<file path="config.mk">
export PLATFORM = sky130hd
export DESIGN_NAME = muldiv_unit
export DESIGN_NICKNAME = d
export VERILOG_FILES = /design/src/rtl/muldiv_pkg.sv /design/src/rtl/muldiv_step.sv /design/src/rtl/muldiv_unit.sv
export SDC_FILE = /design/constraint.sdc
export NUM_CORES = 1
export LEC_CHECK = 0
export ABC_AREA = 1
export BUFFER_PORTS_ARGS = -buffer_cell sky130_fd_sc_hd__buf_2
export CORE_UTILIZATION = 25
export DETAILED_ROUTE_END_ITERATION = 12
export HOLD_SLACK_MARGIN = 0.05
export SLEW_MARGIN = 20
export SYNTH_ARGS = -nofsm -noshare
export SYNTH_HDL_FRONTEND = slang
export SYNTH_SLANG_ARGS = --single-unit
</file>
<file path="constraint.sdc">
create_clock -name clk -period 6.6 [get_ports clk]
set_input_delay 0.99 -clock clk [delete_from_list [all_inputs] [get_ports clk]]
set_output_delay 0.99 -clock clk [all_outputs]
set_load 0.02 [all_outputs]
</file>
<file path="src/rtl/muldiv_pkg.sv">
// Shared encodings and defaults for the Antares-R2 multiply/divide unit.
package muldiv_pkg;

  localparam int unsigned MULDIV_WIDTH = 32;

  typedef enum logic [1:0] {
    OP_MULTU = 2'b00,
    OP_DIVU  = 2'b01,
    OP_MULT  = 2'b10,
    OP_DIV   = 2'b11
  } op_t;

  typedef enum logic [1:0] {
    ST_IDLE   = 2'd0,
    ST_CALC   = 2'd1,
    ST_FINISH = 2'd2
  } state_t;

endpackage

</file>
<file path="src/rtl/muldiv_step.sv">
// One iteration of shift-add multiply or restoring shift-subtract divide.
module muldiv_step #(
  parameter int unsigned WIDTH = 32
) (
  input  logic [WIDTH-1:0] acc,
  input  logic             bit_in,
  input  logic [WIDTH-1:0] operand,
  input  logic             div_mode,
  output logic [WIDTH-1:0] acc_next,
  output logic             q_bit
);

  logic [WIDTH:0] sum;
  logic [WIDTH:0] rem;
  logic [WIDTH:0] diff;

  always_comb begin
    sum  = {1'b0, acc} + (bit_in ? {1'b0, operand} : '0);
    rem  = {acc, bit_in};
    diff = rem - {1'b0, operand};
    if (div_mode) begin
      // acc < divisor holds between steps, so diff fits WIDTH bits when non-negative
      if (!diff[WIDTH]) begin
        acc_next = diff[WIDTH-1:0];
        q_bit    = 1'b1;
      end else begin
        acc_next = rem[WIDTH-1:0];
        q_bit    = 1'b0;
      end
    end else begin
      acc_next = sum[WIDTH:1];
      q_bit    = sum[0];
    end
  end

endmodule

</file>
<file path="src/rtl/muldiv_unit.sv">
// Iterative MUL/DIV unit with HI/LO registers; WIDTH steps plus one FINISH cycle.
// Optional signed MULT/DIV support is enabled by defining MULDIV_SIGNED_EN.
module muldiv_unit
  import muldiv_pkg::*;
#(
  parameter int unsigned WIDTH = MULDIV_WIDTH
) (
  input  logic             clk,
  input  logic             reset,
  input  logic             start,
  input  logic [1:0]       op,
  input  logic [WIDTH-1:0] a,
  input  logic [WIDTH-1:0] b,
  input  logic             hi_we,
  input  logic             lo_we,
  input  logic [WIDTH-1:0] wdata,
  output logic             busy,
  output logic             done,
  output logic             div_zero,
  output logic [WIDTH-1:0] hi,
  output logic [WIDTH-1:0] lo
);

  localparam int unsigned CW = (WIDTH > 1) ? $clog2(WIDTH) : 1;

  state_t state, state_next;

  logic [CW-1:0]    cnt;
  logic [WIDTH-1:0] acc;
  logic [WIDTH-1:0] opq;
  logic [WIDTH-1:0] opb;
  logic             is_div;
  logic             b_zero;
  logic [WIDTH-1:0] a_mag;
  logic [WIDTH-1:0] b_mag;

  logic [WIDTH-1:0] acc_next;
  logic             q_bit;
  logic             step_bit;

  logic [2*WIDTH-1:0] prod;
  logic [WIDTH-1:0]   quo;
  logic [WIDTH-1:0]   rem;
  logic [WIDTH-1:0]   res_hi;
  logic [WIDTH-1:0]   res_lo;

`ifdef MULDIV_SIGNED_EN
  logic neg_q;
  logic neg_r;
  logic sgn;

  always_comb begin
    sgn   = op[1];
    a_mag = (sgn && a[WIDTH-1]) ? -a : a;
    b_mag = (sgn && b[WIDTH-1]) ? -b : b;
  end
`else
  logic op_unused;
  assign op_unused = op[1];

  always_comb begin
    a_mag = a;
    b_mag = b;
  end
`endif

  assign step_bit = is_div ? opq[WIDTH-1] : opq[0];

  muldiv_step #(.WIDTH(WIDTH)) u_step (
    .acc      (acc),
    .bit_in   (step_bit),
    .operand  (opb),
    .div_mode (is_div),
    .acc_next (acc_next),
    .q_bit    (q_bit)
  );

  always_ff @(posedge clk) begin
    if (reset) state <= ST_IDLE;
    else       state <= state_next;
  end

  always_comb begin
    state_next = state;
    case (state)
      ST_IDLE:   if (start) state_next = ST_CALC;
      ST_CALC:   if (cnt == '0) state_next = ST_FINISH;
      ST_FINISH: state_next = ST_IDLE;
      default:   state_next = ST_IDLE;
    endcase
  end

  always_comb begin
    busy = (state != ST_IDLE);
    done = (state == ST_FINISH);
  end

  // Magnitude results are sign-corrected here so FINISH writes the final value.
  always_comb begin
    prod = {acc, opq};
    quo  = opq;
    rem  = acc;
`ifdef MULDIV_SIGNED_EN
    if (neg_q) begin
      prod = -prod;
      quo  = -quo;
    end
    if (neg_r) rem = -rem;
`endif
    if (b_zero) quo = '1;
    if (is_div) begin
      res_hi = rem;
      res_lo = quo;
    end else begin
      res_hi = prod[2*WIDTH-1:WIDTH];
      res_lo = prod[WIDTH-1:0];
    end
  end

  always_ff @(posedge clk) begin
    if (reset) begin
      cnt      <= '0;
      acc      <= '0;
      opq      <= '0;
      opb      <= '0;
      is_div   <= 1'b0;
      b_zero   <= 1'b0;
      div_zero <= 1'b0;
      hi       <= '0;
      lo       <= '0;
`ifdef MULDIV_SIGNED_EN
      neg_q    <= 1'b0;
      neg_r    <= 1'b0;
`endif
    end else begin
      case (state)
        ST_IDLE: begin
          if (hi_we) hi <= wdata;
          if (lo_we) lo <= wdata;
          if (start) begin
            cnt    <= CW'(WIDTH - 1);
            acc    <= '0;
            opq    <= a_mag;
            opb    <= b_mag;
            is_div <= op[0];
            b_zero <= op[0] && (b == '0);
`ifdef MULDIV_SIGNED_EN
            neg_q  <= sgn && (a[WIDTH-1] ^ b[WIDTH-1]);
            neg_r  <= sgn && op[0] && a[WIDTH-1];
`endif
          end
        end
        ST_CALC: begin
          cnt <= cnt - 1'b1;
          acc <= acc_next;
          if (is_div) opq <= {opq[WIDTH-2:0], q_bit};
          else        opq <= {q_bit, opq[WIDTH-1:1]};
        end
        ST_FINISH: begin
          hi <= res_hi;
          lo <= res_lo;
          if (is_div) div_zero <= b_zero;
        end
        default: ;
      endcase
    end
  end

endmodule

</file>
==> metrics.txt, run 1 <==
IR drop worst, VDD=0.000178 V; WS Path Type=reg -> reg; Reg2Reg Launch Point=is_div; area leader, netlist=dfxtp_1; number of global-route vias before repair=12,900; synth unique cells=42; hpwl dp=38.8 mm; Max-Cap Viols=0; post-CTS sizing=0; I/O Buffers=168; Layout area overhead=16.1%; Num CTS Buffers=17; initial DRC count=1,367; global-route wire length before repair=75.1 mm; DRC viols=0; WHS=0.474 ns; DR vias=13,700; maximum clock insertion buffer count=2; setup TNS=0 ns; synthesized flop and latch total=170; Worst setup SP type=register; drt total wl=50.0 mm; Initial Utilization=25.6%; worst path cell trace=nor2_1, a21oi_2, buf_4, ha_1, fa_1, inv_1, nand2_1, nand2_1, nand3_1, nand2_2, nand2_1, nand2_2, nand2_2, nand3_2, nand2_4, inv_2, nand2_1, nand3_1, nand2_1, a21oi_1; Setup violations, final=0; DIE WIDTH=224 um; Crit Path Max Fanout=38; Die Area=0.0502 mm^2; reg2reg setup slack=2.20 ns; root buffer cell=clkbuf_16; Avg WL per Cell=18.1 um; grt total ovfl=0; reg-to-reg endpoint=acc[2]; GPL Wtd Cong=0.974; Hold Startpoint=cnt[4]; post-synth top area share=27.6%; IO Pins=170; Hold Crit Endpoint=cnt[4]; max-slew violations=0; total core area=0.0481 mm^2; cell count after synthesis=1,994; Final Skew=0.0160 ns; antenna-violating nets left=0; Tightest Pin Transition=1.05 ns; Worst Path Arrival=4.72 ns; largest stage delay on the critical path=0.63 ns; Slew headroom=29.9%; Worst Setup End Kind=register; register area share after synthesis=27.6%; Post-layout nets=2,271; FP Rows=80; layout cell share with drive strength beyond 1=12.5%; Leak Pwr=6.46 nW; Most Frequent Cell on Critical Path=nand2_1; Finished Cell Area=0.0143 mm^2; unrepaired setup endpoints after global routing=no; CTS sink cnt=170; CP required=6.92 ns; Worst Hold Depth=1; layout filler cell count=5,355; DRT Pass-1 Iters=5; vias per cell=4.95; power per standard cell area=228 mW/mm^2; fmax=0.227 GHz; Syn Area/Cell=6.18 um^2; H-tree depth=4; hold-fix buffers at CTS=0; CTS tree=built; dpl cell area=0.0137 mm^2; Worst path slowest cell=nand2_4; Die Y=224 um; initial antenna violation count=3; outcome=completed; crit path time final=4.40 ns; period utilization=66.6%; setup bufs post-CTS=0; min-delay worst type=reg -> reg; R2R cell count=20; Clock Latency Late Sink=0.47 ns; Final Hold Viols=0; gr usage total=19.6%; Synthesis Warnings=0; largest net degree at the start of global routing=114; synth top area cells=dfxtp_1, nand2_1, a21oi_1, o21ai_0, inv_1; Netlist Area Pre-Place=0.0123 mm^2; Critical Path Start=is_div; Syn Nets=2,166; Clk pin slew, worst setup/hold paths=0.07 ns
registers in the layout (all words and copies together) (netlist names):
name	count
b_zero	1
opb	32
is_div	1
state	2
acc	32
lo	32
hi	32
div_zero	1
cnt	5
opq	32
kinds of logic after synthesis:
logic type / synth area share (%)
simple gates: 30.4
compound gates: 23.0
buf+inv: 10.7
flops: 27.6
fa+ha+maj: 7.13
xor+xnor: 1.21
worst max-delay path: cells and delay by family (launching register included):
| kind | cells | cell delay, ns |
|---|---|---|
| simple gates | 13 | 2.27 |
| buf+inv | 3 | 0.71 |
| flops | 1 | 0.55 |
| fa+ha+maj | 2 | 0.49 |
| compound gates | 2 | 0.17 |
area by class of cell:
| cell class | count | area [um^2] | share of cell area (%) |
|---|---|---|---|
| multi-input cells | 1483 | 7630 | 53.3 |
| flip-flops and latches | 170 | 3400 | 23.8 |
| repair buffers | 181 | 938 | 6.56 |
| inverters | 246 | 925 | 6.46 |
| well taps | 656 | 821 | 5.74 |
| clock buffers | 18 | 429 | 3.00 |
| clock inverters | 13 | 156 | 1.09 |
| diodes | 2 | 5.00 | 0.0350 |
per-layer routing:
metal,GRT usage [%],share of wire [%],up-vias,wire length (um)
met1,25.4,44,6367,22200
li1,-,-,6828,-
met2,32.2,47,421,23300
met3,3.17,5.5,76,2740
met5,0,0.016,-,8
met4,8.02,3.5,2,1760
metrics by stage:
stage                     std cells  power [mW]  setup slack (ns)  utilization (%)
after floorplan                1994        1.90              3.63                -
after global routing           2769        3.44              1.95             29.7
after global placement         2736        2.22              2.36             28.5
after detailed placement       2736        2.23              2.29             28.5
final                          2769        3.27              2.20             29.7
after CTS                      2767        3.28              2.28             29.7
worst max-delay path by stage:
stage,endpoint,slack (ns),cells past startpoint
CTS,acc[2],2.28,20
floorplan,acc[16],3.63,23
detailed placement,acc[2],2.29,20
global route,acc[2],1.95,20
global placement,acc[2],2.36,20
finish,acc[2],2.20,20
Yosys cell counts:
cell type / count
fa_1: 2
a211oi_1: 2
nor2_1: 135
nor3_1: 19
and2_0: 1
nand3_2: 10
a21oi_2: 2
dfxtp_1: 170
a31oi_1: 34
nor4_1: 9
o21a_1: 3
nor2_4: 3
xor2_1: 11
and2_1: 1
nand2_2: 10
nand3b_1: 12
ha_1: 67
inv_2: 10
nand4_1: 15
nor2_2: 2
clkbuf_1: 82
nor3_2: 1
a21oi_1: 224
a221oi_1: 2
inv_1: 235
nor3b_1: 1
nand2_1: 524
o21ai_1: 5
nand2_4: 2
o21bai_1: 10
or2_2: 3
a21boi_0: 1
nand3_1: 130
o21ai_0: 197
buf_6: 3
clkinv_1: 1
a21o_1: 7
a41oi_1: 32
buf_8: 1
buf_1: 6
buf_2: 3
xnor2_1: 6
power by group:
part           switching (mW)  internal (mW)  leakage, nW
Sequential             0.0809           1.13         1.40
Combinational           0.703          0.308         4.78
Clock                   0.485          0.565        0.274
cell usage in the layout (no fill, tap or decap), types with 10 or more instances in the layout:
master and instances:
nand2_1 523, nor2_1 131, nand3b_1 12, inv_1 233, nand3_2 10, buf_2 168, a21oi_1 223, nand3_1 130
xor2_1 11, a41oi_1 32, nand2_2 11, a31oi_1 34, nand4_1 15, inv_2 11, nor3_1 19, clkbuf_16 17
o21bai_1 10, dfxtp_1 169, o21ai_0 197, buf_4 13, ha_1 67
Note: power is estimated with default switching activity, not from simulation.
==> run 2: changes to the inputs <==
==> constraint.sdc (replaced) <==
create_clock -name clk -period 4.05 [get_ports clk]
set_input_delay 0.6075 -clock clk [delete_from_list [all_inputs] [get_ports clk]]
set_output_delay 0.6075 -clock clk [all_outputs]
set_load 0.02 [all_outputs]
==> run 2 against run 1 <==
  * Sequential share of layout area down 0.11 points
  * Core utilization up 0.13 points
  * Global-route usage up 0.050 points
  * Power up 63%
  * Hold slack worse by 0.074 ns
  * Clock skew down 0.0011 ns
  * Highest routed layer unchanged
  * First-iteration DRC count down 12%
  * Sequential power up 63%
  * Fmax up 21%
  * Register-to-register slack worse by 1.8 ns
==> metrics.txt, run 2 (synthesis gave the netlist of run 1 again) <==
outcome=completed; Cells after DPL=2,745 (+0.33%); Crit Path Max Fanout=25 (-34%); Post-layout nets=2,280 (+0.40%); DRT Pass-1 Iters=6 (+1); WL met3=2.58 mm (-5.7%); Final Hold Viols=0 (unchanged); commonest non-fill, non-tap cell in the layout=nand2_1; initial antenna violation count=3 (unchanged); crit path time final=3.64 ns (-0.759 ns); reg2reg setup slack=0.41 ns (-1.79 ns); Hold Crit Endpoint=is_div; power per standard cell area=370 mW/mm^2 (+62%); FP Rows=80 (unchanged); Clock Latency Late Sink=0.46 ns (about the same); GPL Wtd Cong=0.948 (-2.7%); Layout area overhead=16.7%; global-route wire length before repair=75.1 mm (about the same); layout cell share with drive strength beyond 1=12.8% (+0.37 points); maximum clock insertion buffer count=2 (unchanged); Die Y=224 um (unchanged); Worst Hold Depth=3 (+2); Worst setup SP type=register; Clk pin slew, worst setup/hold paths=0.07 ns (about the same); DRC viols=0 (unchanged); DR vias=13,800 (+0.57%); drt total wl=50.0 mm (about the same); root buffer cell=clkbuf_16; I/O Buffers=168 (unchanged); setup bufs post-CTS=0 (unchanged); Slew headroom=27.1% (-2.9 points); Setup violations, final=0 (unchanged); IO Pins=170 (unchanged); fmax=0.275 GHz (+21%); R2R cell count=17 (-15%); antenna-violating nets left=0 (unchanged); highest routing layer actually used=met5; IR drop worst, VDD=0.000305 V (+72%); H-tree depth=4 (unchanged); Worst Setup End Kind=register; gr usage total=19.7% (+0.050 points); Setup WS pre-CTS=0.505 ns (-1.79 ns); period utilization=89.8% (+23 points); CTS sink cnt=170 (unchanged); Final Skew=0.0149 ns (-0.00111 ns); dpl cell area=0.0138 mm^2 (+0.49%); Die Area=0.0502 mm^2 (unchanged); Worst Path Arrival=4.02 ns (-0.70 ns); hpwl dp=39.3 mm (+1.4%); most frequent cells in the layout=nand2_1, inv_1, a21oi_1, o21ai_0, dfxtp_1; Tightest Pin Transition=1.09 ns (+0.0361 ns); unrepaired setup endpoints after global routing=no; initial DRC count=1,200 (-12%); total core area=0.0481 mm^2 (unchanged); grt total ovfl=0 (unchanged); Finished Cell Area=0.0144 mm^2 (+0.45%); WL met1=22.4 mm (+1.0%); Reg2Reg Launch Point=is_div; hold-fix buffers at CTS=0 (unchanged); reg-to-reg endpoint=acc[27]; number of global-route vias before repair=12,700 (-1.2%); max-slew violations=0 (unchanged); setup TNS=0 ns (unchanged); Finished Layout Cells=2,779 (+0.36%); routed length on met2=23.3 mm (+0.28%); DIE WIDTH=224 um (unchanged); Avg WL per Cell=18.0 um (-0.37%); Leak Pwr=6.50 nW (+0.73%); Num CTS Buffers=17 (unchanged); final worst slack=0.411 ns (-1.79 ns); WS Path Type=reg -> reg; vias per cell=4.96 (+0.21%); post-CTS sizing=0 (unchanged); Initial Utilization=25.6% (unchanged); Hold Startpoint=op[0]; Max-Cap Viols=0 (unchanged); largest net degree at the start of global routing=93 (-18%); CTS tree=built; min-delay worst type=in -> reg; CP required=4.43 ns (-2.49 ns)
-- run 2: worst max-delay path by stage --
stage | endpoint | startpoint | cells past startpoint
5_1_grt | acc[27] | is_div | 17
2_1_floorplan | acc[16] | is_div | 23
4_1_cts | acc[2] | is_div | 19
3_3_place_gp | acc[2] | is_div | 19
6_report | acc[27] | is_div | 17
3_5_place_dp | acc[2] | is_div | 19
-- run 2: layout make-up --
class,instances,area [um^2]
tap,656,821
inverter,246,925
multi-input combinational,1483,7630
sequential,170,3400
fill,5351,33800
timing repair buffer,190,1010
antenna,2,5.00
clock inverter,12,125
clock buffer,20,457
-- run 2: layer usage --
metal,vias up,track usage [%]
met5,-,0
met4,2,7.42
met3,71,2.69
met2,416,32.4
met1,6438,25.9
li1,6845,-
-- run 2: where the power goes --
group / internal [mW] / switching [mW] / total [mW]
Sequential: 1.83 / 0.135 / 1.97
Clock: 0.895 / 0.785 / 1.68
Combinational: 0.516 / 1.15 / 1.66
Total: 3.25 / 2.07 / 5.31
-- run 2: worst max-delay path, cell delays in order (launching register included) --
cell and delay [ns]:
dfxtp_2 0.62, a21oi_2 0.19, inv_1 0.11, ha_1 0.14
ha_1 0.19, inv_1 0.08, fa_1 0.44, o21ai_0 0.50
nand2_1 0.14, nand2_1 0.14, nand2_1 0.06, nand2_1 0.19
nand3_1 0.14, a21oi_1 0.14, nor2_1 0.06, nor2_1 0.19
nand2_1 0.09, a21oi_1 0.12
-- run 2: through the flow --
stage	power (mW)	hold WS (ns)	utilization [%]
after global placement	3.63	0.451	28.6
after CTS	5.33	0.379	29.8
after global routing	5.60	0.409	29.9
after detailed placement	3.65	0.455	28.6
after floorplan	3.10	0.433	-
final	5.31	0.400	29.9
